<file path="config.mk">
export PLATFORM = sky130hd
export DESIGN_NAME = pc_fetch
export DESIGN_NICKNAME = d
export VERILOG_FILES = /design/src/rtl/fetch_pkg.sv /design/src/rtl/fetch_next_pc.sv /design/src/rtl/pc_fetch.sv
export SDC_FILE = /design/constraint.sdc
export NUM_CORES = 1
export LEC_CHECK = 0
export CAP_MARGIN = 30
export CORE_ASPECT_RATIO = 0.6
export CORE_MARGIN = 2
export CORE_UTILIZATION = 34
export DETAILED_ROUTE_END_ITERATION = 6
export PLACE_DENSITY = 0.82
export SLEW_MARGIN = 20
export SYNTH_ARGS = -nofsm -noshare
export SYNTH_HDL_FRONTEND = slang
export SYNTH_SLANG_ARGS = --single-unit
</file>
<file path="constraint.sdc">
create_clock -name clk -period 1.9 [get_ports clk]
set_input_delay 0.38 -clock clk [delete_from_list [all_inputs] [get_ports clk]]
set_output_delay 0.38 -clock clk [all_outputs]
set_load 0.01 [all_outputs]
</file>
<file path="src/rtl/fetch_pkg.sv">
// Shared types and constants for the instruction fetch stage.
// PC_FETCH_MISALIGN_TRAP_EN adds the FAULT state for misaligned redirects.
package fetch_pkg;

    localparam int                INST_W   = 32;
    localparam logic [INST_W-1:0] NOP_INST = 32'h0000_0013;
    localparam logic [31:0]       PC_STEP  = 32'd4;

    typedef enum logic [1:0] {
        ST_IDLE,
        ST_RUN,
        ST_HOLD
`ifdef PC_FETCH_MISALIGN_TRAP_EN
        , ST_FAULT
`endif
    } fetch_state_e;

endpackage

</file>
<file path="src/rtl/fetch_next_pc.sv">
// Next fetch address: sequential increment with wrap, or a redirect target,
// always kept 4-byte aligned and inside the instruction memory window.
module fetch_next_pc
    import fetch_pkg::*;
#(
    parameter int MEM_BYTES = 32
) (
    input  logic [31:0] pc_i,
    input  logic        advance_i,
    input  logic        redirect_valid_i,
    input  logic [31:0] redirect_pc_i,
    output logic [31:0] next_pc_o
);

    localparam logic [31:0] ADDR_MASK  = 32'(MEM_BYTES - 1);
    localparam logic [31:0] ALIGN_MASK = ~(PC_STEP - 32'd1);

    logic [31:0] pc_inc;
    logic [31:0] redirect_tgt;

    // MEM_BYTES is a power of two, so masking gives the modulo wrap.
    assign pc_inc       = (pc_i + PC_STEP) & ADDR_MASK;
    assign redirect_tgt = redirect_pc_i & ADDR_MASK & ALIGN_MASK;

    assign next_pc_o = redirect_valid_i ? redirect_tgt
                     : advance_i        ? pc_inc
                     :                    pc_i;

endmodule

</file>
<file path="src/rtl/pc_fetch.sv">
// Single-stage instruction fetch with decode back-pressure and redirect flush.
// Define PC_FETCH_MISALIGN_TRAP_EN to trap misaligned redirects into FAULT.
module pc_fetch
    import fetch_pkg::*;
#(
    parameter logic [31:0] RESET_PC  = 32'h0000_0000,
    parameter int          MEM_BYTES = 32
) (
    input  logic              clk,
    input  logic              reset,
    output logic [31:0]       pc,
    input  logic [INST_W-1:0] inst_code,
    input  logic              redirect_valid,
    input  logic [31:0]       redirect_pc,
    input  logic              id_ready,
    output logic              if_valid,
    output logic [INST_W-1:0] if_inst,
    output logic [31:0]       if_pc,
    output logic              misalign_fault
);

    fetch_state_e      state_q, state_d;
    logic [31:0]       pc_q, pc_d;
    logic              if_valid_q, if_valid_d;
    logic [INST_W-1:0] if_inst_q, if_inst_d;
    logic [31:0]       if_pc_q, if_pc_d;
    logic [31:0]       next_pc;
    logic              advance;
    logic              redirect_taken;

    // A slot opens when the output register is empty or decode drains it.
    assign advance = ((state_q == ST_RUN) || (state_q == ST_HOLD)) &&
                     (!if_valid_q || id_ready);

`ifdef PC_FETCH_MISALIGN_TRAP_EN
    logic fault_q, fault_d;
    logic redirect_misaligned;

    assign redirect_taken      = redirect_valid && (state_q != ST_FAULT);
    assign redirect_misaligned = |redirect_pc[1:0];
    assign fault_d             = fault_q | (redirect_taken & redirect_misaligned);
    assign misalign_fault      = fault_q;

    always_ff @(posedge clk) begin
        if (!reset) fault_q <= 1'b0;
        else        fault_q <= fault_d;
    end
`else
    assign redirect_taken = redirect_valid;
    assign misalign_fault = 1'b0;
`endif

    fetch_next_pc #(
        .MEM_BYTES (MEM_BYTES)
    ) u_next_pc (
        .pc_i             (pc_q),
        .advance_i        (advance),
        .redirect_valid_i (redirect_taken),
        .redirect_pc_i    (redirect_pc),
        .next_pc_o        (next_pc)
    );

    // NOTE: every output of this block gets a hold default first, so no path
    // leaves a variable unassigned and no latch is inferred.
    always_comb begin
        state_d    = state_q;
        pc_d       = pc_q;
        if_valid_d = if_valid_q;
        if_inst_d  = if_inst_q;
        if_pc_d    = if_pc_q;

        unique case (state_q)
            ST_IDLE: state_d = ST_RUN;
            ST_RUN, ST_HOLD: begin
                if (advance) begin
                    state_d    = ST_RUN;
                    pc_d       = next_pc;
                    if_valid_d = 1'b1;
                    if_inst_d  = inst_code;
                    if_pc_d    = pc_q;
                end else begin
                    state_d = ST_HOLD;
                end
            end
`ifdef PC_FETCH_MISALIGN_TRAP_EN
            ST_FAULT: state_d = ST_FAULT;
`endif
            default: state_d = ST_IDLE;
        endcase

        // Redirect beats both advance and stall; the held word is dropped.
        if (redirect_taken) begin
            state_d    = ST_RUN;
            pc_d       = next_pc;
            if_valid_d = 1'b0;
            if_inst_d  = if_inst_q;
            if_pc_d    = if_pc_q;
`ifdef PC_FETCH_MISALIGN_TRAP_EN
            if (redirect_misaligned) begin
                state_d = ST_FAULT;
                pc_d    = pc_q;
            end
`endif
        end
    end

    // NOTE: state registers use non-blocking assignments so every flop
    // samples the pre-edge value of its neighbours.
    always_ff @(posedge clk) begin
        if (!reset) begin
            state_q    <= ST_IDLE;
            pc_q       <= RESET_PC;
            if_valid_q <= 1'b0;
            if_inst_q  <= NOP_INST;
            if_pc_q    <= 32'h0;
        end else begin
            state_q    <= state_d;
            pc_q       <= pc_d;
            if_valid_q <= if_valid_d;
            if_inst_q  <= if_inst_d;
            if_pc_q    <= if_pc_d;
        end
    end

    assign pc       = pc_q;
    assign if_valid = if_valid_q;
    assign if_inst  = if_inst_q;
    assign if_pc    = if_pc_q;

endmodule
</file>
# [Yosys cells after proc, flatten, opt, wreduce, memory -nomap -nowiden]
# Index checks and enable logic that the tools add are counted.
[word_totals] register_bits=99 in_bits=68 out_inout_bits=98 elab_cells=30
[classes] add_sub_neg=1 n_eq_ne=2 muxes=7 bitwise_logic=2 n_reduce_logical=12
[ops] cell="2-to-1 mux 32 bit" n=3
[ops] cell="adder 5 x 3 -> 5 bit (second input constant)" n=1
[ops] cell="2-to-1 mux 5 bit" n=1
[ops] cell="case mux 2 bit (2 select lines)" n=1
[ops] cell="AND reduction 2 bit" n=2
[ops] cell="nonzero test 2 bit" n=2
[ops] cell="OR reduction 2 bit" n=2
[ops] cell="AND reduction 3 bit" n=1
[ops] cell="equality test 2 x 1 -> 1 bit (second input constant)" n=1
[ops] cell="equality test 2 bit (second input constant)" n=1
[ops] cell="zero test 2 bit" n=1
[ops] cell="logical OR 1 bit" n=2
[ops] cell="2-to-1 mux 2 bit" n=1
[ops] cell="NOT 1 bit" n=2
[ops] cell="logical AND 1 bit" n=1
[ops] cell="zero test 1 bit" n=1
[ops] cell="2-to-1 mux 1 bit" n=1

# [Logic depth before layout (Yosys ltp)]
# Gate-level depths: netlist of the first run.
[depth] word_depth=6 ltp_mapped=7 ltp_nobuf=5

# [Cells and area by module]
# From an unflattened synthesis of the first run, not the netlist that was laid out.
[unflattened] cells_unflattened=445 hier_area_um2=4222.8
[by_module_without_submodules] module="pc_fetch" n_inst=1 cells_per_inst=401 area_per_inst_um2=3910.0
[by_module_without_submodules] module="fetch_next_pc" n_inst=1 cells_per_inst=44 area_per_inst_um2=312.8

# [Least setup slack after synthesis of the first run]
# OpenSTA, ideal clock, no wires.
[synth_path] path_type="flip-flop to flip-flop" startpoint="register state_q[0]" endpoint="register if_inst_q[10] (netlist: if_inst[10])" setup_ps=72 arrival_time_ps=1506 path_slack_ps=323 path_stages_with_launch=8 n_path_buf=2 cell_sequence="dfxtp_1 > inv_1 > ha_1 > buf_4 > inv_2 > nor3_4 > buf_6 > mux2i_1"
[synth_via] elab_chain_cells=4
[synth_rtl] item="start, declared" line="pc_fetch.sv:22" rtl="fetch_state_e state_q, state_d;"
[synth_rtl] item="start signal, assigned" line="pc_fetch.sv:117" rtl="state_q <= state_d;"
[synth_rtl] item="equality test 2 x 1 -> 1 bit / equality test 2 bit (equally long branches)" line="pc_fetch.sv:32, pc_fetch.sv:72"
[synth_rtl] item="logical OR 1 bit" line="pc_fetch.sv:32" rtl="assign advance = ((state_q == ST_RUN) || (state_q == ST_HOLD)) &&"
[synth_rtl] item="logical AND 1 bit" line="pc_fetch.sv:32"
[synth_rtl] item="AND reduction 3 bit (no line) *"
[synth_rtl] item="end signal, assigned" line="pc_fetch.sv:120" rtl="if_inst_q <= if_inst_d;"
[synth_rtl] item="end, declared" line="pc_fetch.sv:25" rtl="logic [INST_W-1:0] if_inst_q, if_inst_d;"
# Every way passes the cells marked *; elsewhere a longest branch is shown, timed or not.
# A chain may end at the register's enable or synchronous reset.

# [Final worst setup path of the first run]
[layout_path] startpoint="register pc_q[2] (netlist: pc[2])" endpoint="output port pc[2]"
[layout_lines] item="start, declared" line="pc_fetch.sv:23" rtl="logic [31:0] pc_q, pc_d;"
[layout_lines] item="start signal, assigned" line="pc_fetch.sv:118" rtl="pc_q <= pc_d;"
[layout_lines] item="end, declared" line="pc_fetch.sv:11" rtl="output logic [31:0] pc,"
# No word-level cell between the ends.

==> qor.yml, run 1 <==
yosys_register_bits: 41
final_period_minus_worst_setup_slack_ns: 1.68
power_leakage_nw: 1.21
regToRegSetupSlack_ns: 0.25
finClkSkew_ns: 0.0131
regToRegEndpoint: "if_inst[18]"
dp.final_hpwl_um: 3290
cap_violations: 0
clock_insertion_delay_worst_skew_ns: 0.29
floorplan_die_height_um: 65.5
power.density_cell_area_mw_per_mm2: 714
detail-route-antenna-nets: 0
ir_drop_mv: 0.356
cp_top_family: "buffers and inverters"
crit_end_element: "output pin"
timing.hold.worst.class: "reg2reg"
drt-initial-drc-count: 39
initial_cell_density_of_the_core_pct: 35.1
numClockSinks: 41
area_growth_from_synthesis_to_final_layout_pct: 35.5
setup_total_negative_slack_ns: 0
crit-reg2reg-launch: "state_q[0]"
worstSetupEndpoint: "pc[2]"
globalRouteOverflowTotal: 0
postRouteWirelength_um: 4440
layout-drive-gt1-share_pct: 5.83
postLayoutCoreUtil_pct: 47.6
grt_antenna_before_repair: 0
cts_hold_buffers: 0
floorplan.core_area_mm2: 0.00611
synth.cell_area_mm2: 0.00215
outcome: "finished clean"
numCtsBuffers: 5
ys.warnings.count: 0
post-route-worst-setup-slack_ns: 0.216
yosysSeqAreaShare_pct: 38.3
tritoncts_clock_tree: "built"
die_width_um: 107
number_of_failing_hold_endpoints_at_the_final_stage: 0
floorplan.rows: 22
worstRegToRegCells: 6
grt_first_pass_wirelength_um: 6860
clock.fmax_mhz: 594
critical_path_required_ns: 1.52
cp.depth: 1
synth.top_cells.by_area: "sky130_fd_sc_hd__dfxtp_1, sky130_fd_sc_hd__buf_4, sky130_fd_sc_hd__mux2i_1, sky130_fd_sc_hd__nand2_1, sky130_fd_sc_hd__ha_1"
place.port_buffers: 77
crit_buf_inv: 1
pin_count: 166
cts.htree.levels: 2
worst_path_largest_cell_delay_ns: 0.58
dieArea_mm2: 0.00698
cts_setup_buffers: 0
num_vias: 1661
cts_resized: 0
cpMaxStageDelayCell: "sky130_fd_sc_hd__clkdlybuf4s50_1"
final_nets: 396
critPathKind: "reg2out"
first_pass_iters: 4
route.detailed.wl_per_inst_um: 10.8
cts.root.buffer_cell: "sky130_fd_sc_hd__clkbuf_8"
holdWs_ns: 0.458
netlist_instances: 249
largest_net_degree_at_the_start_of_global_routing: 45
viasPerCell: 4.05
clk_pin_slew_ns: 0.09
synth_top_cell_area_share_pct: 38.3
gpl.final_weighted_congestion: 0.776
number_of_max_slew_violations_in_the_final_report: 0
crit_path_start_kind: "flip-flop"
dpl_worst_slack_ns: 0.148
detail_route.drc_violations: 0
global_route_usage_over_all_layers_pct: 12.4
antennaDiodeCount: 0
rsz0062_at_grt: "false"
postSynthAreaPerCell_um2: 8.62
path_max_fanout: 5
grt_pass1_vias: 1498
cts_max_path_buffers: 2
synth_top_cell_by_area: "sky130_fd_sc_hd__dfxtp_1"
critical_path.startpoint: "pc[2]"
worstPathCellList: "clkdlybuf4s50_1"
crit_arrival_ns: 1.30
fin_crit_sh_pct: 88.7
yosys.cell_types.count: 24
setup-violations-final: 0
==> worst min path at each step <==
stage | start | end | slack (ns) | depth (start not counted)
detailed placement | if_inst[15] | if_inst[15] | 0.45 | 2
finish | if_inst[23] | if_inst[23] | 0.46 | 2
global placement | if_inst[30] | if_inst[30] | 0.44 | 2
global route | if_inst[26] | if_inst[26] | 0.49 | 2
CTS | if_inst[22] | if_inst[22] | 0.46 | 2
floorplan | if_inst[10] | if_inst[10] | 0.48 | 2
==> per-stage QoR <==
stage | total power, mW | instance area, um^2 | cells
after floorplan | 1.25 | 2360 | 307
after global placement | 1.35 | 2790 | 402
after detailed placement | 1.36 | 2790 | 402
after CTS | 2.11 | 2910 | 410
after global routing | 2.19 | 2910 | 410
final | 2.08 | 2910 | 410
==> cells in the mapped netlist, drive strengths merged <==
cell,count
nor3,2
dfxtp,41
ha,3
o21ai,8
or3,1
mux2i,32
nor4,4
nand2,66
nand3,1
nand2b,1
nor2b,1
a31oi,5
conb,1
buf,65
clkbuf,8
a221oi,1
nor2,2
a211oi,2
inv,5
==> state kept, by name, indices dropped and copies added (netlist names) <==
| name | count |
|---|---|
| if_valid | 1 |
| pc | 3 |
| if_inst | 32 |
| state_q | 2 |
| if_pc | 3 |
==> layout make-up <==
type	count	area, um^2
flip-flops and latches	41	821
inverters	5	18.8
repair buffers	84	843
clock inverters	2	37.5
well taps	84	105
fillers	593	3200
multi-input cells	188	1000
clock buffers	6	82.6
==> cells in the final DEF, fill, tap and decap left out, types with 4 or more instances in the layout <==
cell type,n
sky130_fd_sc_hd__clkdlybuf4s50_1,76
sky130_fd_sc_hd__nand2_1,66
sky130_fd_sc_hd__conb_1,59
sky130_fd_sc_hd__dfxtp_1,41
sky130_fd_sc_hd__mux2i_1,32
sky130_fd_sc_hd__clkbuf_8,6
sky130_fd_sc_hd__a31oi_1,5
sky130_fd_sc_hd__o21ai_1,5
sky130_fd_sc_hd__buf_4,5
sky130_fd_sc_hd__nor4_1,4
==> power breakdown <==
| group | total [mW] | switching [mW] | internal, mW |
|---|---|---|---|
| Combinational | 0.407 | 0.199 | 0.209 |
| Sequential | 0.933 | 0.0274 | 0.906 |
| Clock | 0.735 | 0.307 | 0.428 |
==> routing by layer <==
| layer | GRT usage, % | share of wire [%] |
|---|---|---|
| met4 | 2.44 | 0.27 |
| met2 | 21.1 | 48 |
| met3 | 5.46 | 8.8 |
| met1 | 14.6 | 43 |
| met5 | 0 | 0 |
==> cell families (layout without fill, tap and decap cells) <==
family                     count (synthesis)  count (layout)  synth area share [%]
muxes                                     32              32                  14.9
other                                      1              59                 0.175
AOI/OAI and AO/OA                         16              16                  4.43
buffers and inverters                     78              97                  25.3
and+or+nand+nor                           78              78                  15.2
DFF                                       41              41                  38.3
adders and majority gates                  3               3                  1.75
Note: power is estimated with default switching activity, not from simulation.
==> run 2: changes to the inputs <==
CORE_UTILIZATION = 30   (was 34)
PLACE_DENSITY = 0.76   (was 0.82)
clock period = 1.5 ns   (was 1.9 ns; I/O delays follow)
==> qor.yml, run 2 (same netlist as run 1, synthesis figures left out) <==
outcome: "finished with violations"
failing_checks: "DRC"
grt_antenna_before_repair: 0
numClockSinks: 41
setup_total_negative_slack_ns: 0
initial_cell_density_of_the_core_pct: 31.6
fin_crit_sh_pct: 97.3
gpl.final_weighted_congestion: 0.779
cp.depth: 1
cts_max_path_buffers: 2
num_vias: 1716
fin_area_mm2: 0.00313
die_width_um: 113
ir_drop_mv: 0.430
dieArea_mm2: 0.00787
cts.root.buffer_cell: "sky130_fd_sc_hd__clkbuf_16"
worst_path_largest_cell_delay_ns: 0.54
floorplan.rows: 23
largest_register_ffs: 32
area_growth_from_synthesis_to_final_layout_pct: 45.7
route.detailed.wl_per_inst_um: 11.7
timing.hold.worst.class: "reg2reg"
holdWs_ns: 0.455
crit_path_start_kind: "flip-flop"
rsz0062_at_grt: "true"
dpl-instance-area_mm2: 0.00283
clk_pin_slew_ns: 0.06
critPathKind: "reg2out"
place.port_buffers: 77
number_of_failing_hold_endpoints_at_the_final_stage: 0
worstRegToRegCells: 7
grt_first_pass_wirelength_um: 7260
viasPerCell: 4.10
cpMaxStageDelayCell: "sky130_fd_sc_hd__clkdlybuf4s50_1"
dpl_worst_slack_ns: -0.189
cap_violations: 0
final_nets: 402
cts.htree.levels: 2
floorplan_die_height_um: 69.5
tritoncts_clock_tree: "built"
layout-drive-gt1-share_pct: 9.04
most-common-layout-cells: "sky130_fd_sc_hd__nand2_1, sky130_fd_sc_hd__conb_1, sky130_fd_sc_hd__clkdlybuf4s50_1"
drt-initial-drc-count: 69
final_cells: 419
floorplan.core_area_mm2: 0.00679
dp.cells: 406
post-route-worst-setup-slack_ns: 0.0411
globalRouteOverflowTotal: 0
grt_pass1_vias: 1592
clock_insertion_delay_worst_skew_ns: 0.27
worstPathCellList: "clkdlybuf4s50_1"
crit_end_element: "output pin"
detail_route.drc_violations: 5
cp_top_family: "buffers and inverters"
postRouteWirelength_um: 4920
crit_buf_inv: 1
largest_net_degree_at_the_start_of_global_routing: 35
detail-route-antenna-nets: 0
crit_arrival_ns: 1.16
layout_commonest_cell: "sky130_fd_sc_hd__nand2_1"
power_leakage_nw: 1.52
path_max_fanout: 2
dp.final_hpwl_um: 3460
antennaDiodeCount: 0
critical_path_required_ns: 1.20
clock.fmax_mhz: 685
first_pass_iters: 7
number_of_max_slew_violations_in_the_final_report: 0
pin_count: 166
setup-violations-final: 0
worst_hold_path.num_cells: 2
finClkSkew_ns: 0.00354
final_period_minus_worst_setup_slack_ns: 1.46
global_route_usage_over_all_layers_pct: 11.3
power.density_cell_area_mw_per_mm2: 891
numCtsBuffers: 5
## run 2: cell count changes in the layout (fill, tap and decap cells not counted), sizes merged
cell           previous run  this run
dlygate4sd2               0         3
buf                       8        11
bufinv                    1         0
dlymetal6s2s              0        15
clkbuf                    6         9
clkinvlp                  1         2
clkdlybuf4s50            76        58
## run 2: metal layers
metal / wire [um] / vias up / part of all wire (%) / track usage (%)
met5: 0 / - / 0 / 0
met4: 34 / 0 / 0.69 / 2.85
met3: 465 / 4 / 9.5 / 5.59
met2: 2280 / 73 / 46 / 18.7
met1: 2140 / 785 / 43 / 13.2
li1: - / 854 / - / -
## run 2: per-stage QoR
stage	power [mW]	util [%]
floorplan	1.59	-
global placement	1.72	41.6
detailed placement	1.74	41.6
CTS	2.79	43.9
global route	2.94	46.0
finish	2.78	46.0
## run 2: what timing repair did
action	4_1_cts	5_1_grt
hold buffers	0	0
setup buffers	0	1
cloned	0	4
pin swaps	0	2
endpoints found under the setup margin	11	35
resized for setup	5	19
## run 2: path summary, 6_finish.rpt
path | from | end | slack [ns]
max | if_inst[1] | if_inst[1] | 0.04
min | if_inst[10] | if_inst[10] | 0.45
max reg2reg | state_q[0] | if_inst[26] | 0.05
min reg2reg | if_inst[10] | if_inst[10] | 0.45
## run 2: final cells by class
| cell class | count | area (um^2) |
|---|---|---|
| multi-input cells | 188 | 1010 |
| inverters | 5 | 21.3 |
| fillers | 672 | 3660 |
| clock buffers | 6 | 129 |
| clock inverters | 2 | 15.0 |
| repair buffers | 90 | 1020 |
| well taps | 87 | 109 |
| flip-flops and latches | 41 | 825 |
## run 2: power by group
part / switching (mW) / total, mW / internal [mW]
Sequential: 0.0344 / 1.18 / 1.15
Combinational: 0.267 / 0.567 / 0.300
Clock: 0.418 / 1.03 / 0.616
==> run 3: changes to the inputs <==
GPL_TIMING_DRIVEN = 0   (was unset)
==> qor.yml, run 3 (same netlist as run 1, synthesis figures left out) <==
outcome: "finished with violations"
failing_checks: "DRC, setup timing"
initial_cell_density_of_the_core_pct: 31.6
max_slew_headroom_pct: 64.2
rsz0062_at_grt: "true"
critical_path_required_ns: 1.70
layout-drive-gt1-share_pct: 22.6
post-route-worst-setup-slack_ns: -0.0646
die_width_um: 113
fin_area_mm2: 0.00359
largest_register_ffs: 32
clock.fmax_mhz: 639
fin_crit_sh_pct: 104
finClkSkew_ns: 0.00653
globalRouteOverflowTotal: 0
cts.root.buffer_cell: "sky130_fd_sc_hd__clkbuf_16"
critPathKind: "reg2reg"
postRouteWirelength_um: 5770
holdWs_ns: 0.349
final_period_minus_worst_setup_slack_ns: 1.56
detail_route.drc_violations: 6
number_of_failing_hold_endpoints_at_the_final_stage: 0
route.detailed.wl_per_inst_um: 11.9
crit_arrival_ns: 1.77
pin_count: 166
worstPathCellList: "inv_2, ha_4, inv_8, nor3_4, buf_12, clkbuf_16, mux2i_1"
most-common-layout-cells: "sky130_fd_sc_hd__nand2_1, sky130_fd_sc_hd__clkdlybuf4s50_1, sky130_fd_sc_hd__buf_4"
dpl_worst_slack_ns: -0.434
critical_path.startpoint: "state_q[1]"
dp.final_hpwl_um: 4300
cts_max_path_buffers: 2
numClockSinks: 41
crit-reg2reg-launch: "state_q[1]"
worst_margin_pin_slew_ns: 0.537
grt_pass1_vias: 1911
first_pass_iters: 6
dp.cells: 469
dieArea_mm2: 0.00787
largest_net_degree_at_the_start_of_global_routing: 12
cts_hold_buffers: 0
power.density_cell_area_mw_per_mm2: 815
register_area_um2: 825
detail-route-antenna-nets: 0
area_growth_from_synthesis_to_final_layout_pct: 67.1
viasPerCell: 3.99
fillers: 642
postLayoutCoreUtil_pct: 52.8
timing.hold.worst.class: "in2reg"
place.port_buffers: 75
cpMaxStageDelayCell: "sky130_fd_sc_hd__dfxtp_2"
num_vias: 1934
worst_path_largest_cell_delay_ns: 0.33
floorplan_die_height_um: 69.5
grt_antenna_before_repair: 0
clk_pin_slew_ns: 0.06
floorplan.rows: 23
tritoncts_clock_tree: "built"
gpl.final_weighted_congestion: 0.746
floorplan.core_area_mm2: 0.00679
antennaDiodeCount: 0
number_of_max_slew_violations_in_the_final_report: 0
ir_drop_mv: 0.427
crit_buf_inv: 4
power_after_layout_mw: 2.92
setup-violations-final: 31
global_route_usage_over_all_layers_pct: 14.3
path_max_fanout: 5
power_leakage_nw: 1.73
final_nets: 468
final_cells: 485
hold_path.startpoint: "redirect_valid"
drt-initial-drc-count: 79
setup_total_negative_slack_ns: -0.898
cp_top_family: "buffers and inverters"
numCtsBuffers: 5
grt_first_pass_wirelength_um: 9140
area_of_the_multi_input_gates_mm2: 0.00102
cap_violations: 0
crit_end_element: "flip-flop"
dpl-instance-area_mm2: 0.00323
crit_path_start_kind: "flip-flop"
clock_insertion_delay_worst_skew_ns: 0.28
cts.htree.levels: 2
run 3: cell count changes in the layout (fill, tap and decap cells not counted), sizes merged:
cell	change
buf	+59
clkbuf	+10
clkdlybuf4s50	+7
clkinvlp	-2
dlymetal6s2s	-8
run 3: metal layers:
layer / vias up / GRT usage, % / share of wire, %
li1: 984 / - / -
met1: 870 / 17.4 / 42
met2: 76 / 23.9 / 47
met3: 4 / 6.21 / 9.7
met4: 0 / 2.03 / 0.49
met5: - / 0 / 0
run 3: layout make-up:
class	instances	share of cell area [%]
clock buffers	8	3.80
well taps	87	3.04
multi-input cells	188	28.5
plain buffers	71	15.0
inverters	5	0.733
flip-flops and latches	41	23.0
repair buffers	85	25.9
run 3: where the power goes:
part           switching [mW]  total (mW)  internal (mW)
Clock                   0.398        1.02          0.619
Combinational           0.306       0.718          0.413
Sequential             0.0353        1.19           1.15
Total                   0.739        2.92           2.18
run 3: worst reg2reg max path: cells and delay by family (launching register included):
family | cells | cell delay (ns)
flops | 1 | 0.33
fa+ha+maj | 1 | 0.30
simple gates | 1 | 0.24
buf+inv | 4 | 0.44
mux | 1 | 0.19
run 3: worst paths after layout:
kind | cells past startpoint | slack (ns) | endpoint
worst min register to register | 2 | 0.45 | if_inst[25]
worst min-delay path | 2 | 0.35 | if_valid
worst max-delay path | 7 | -0.06 | if_inst[18]
worst max register to register | 7 | -0.06 | if_inst[18]
run 3: timing repair:
action                                  CTS  global route
setup buffers                             6             0
cloned                                    1             3
pin swaps                                 1             2
endpoints found under the setup margin   35            40
resized for setup                        18            11
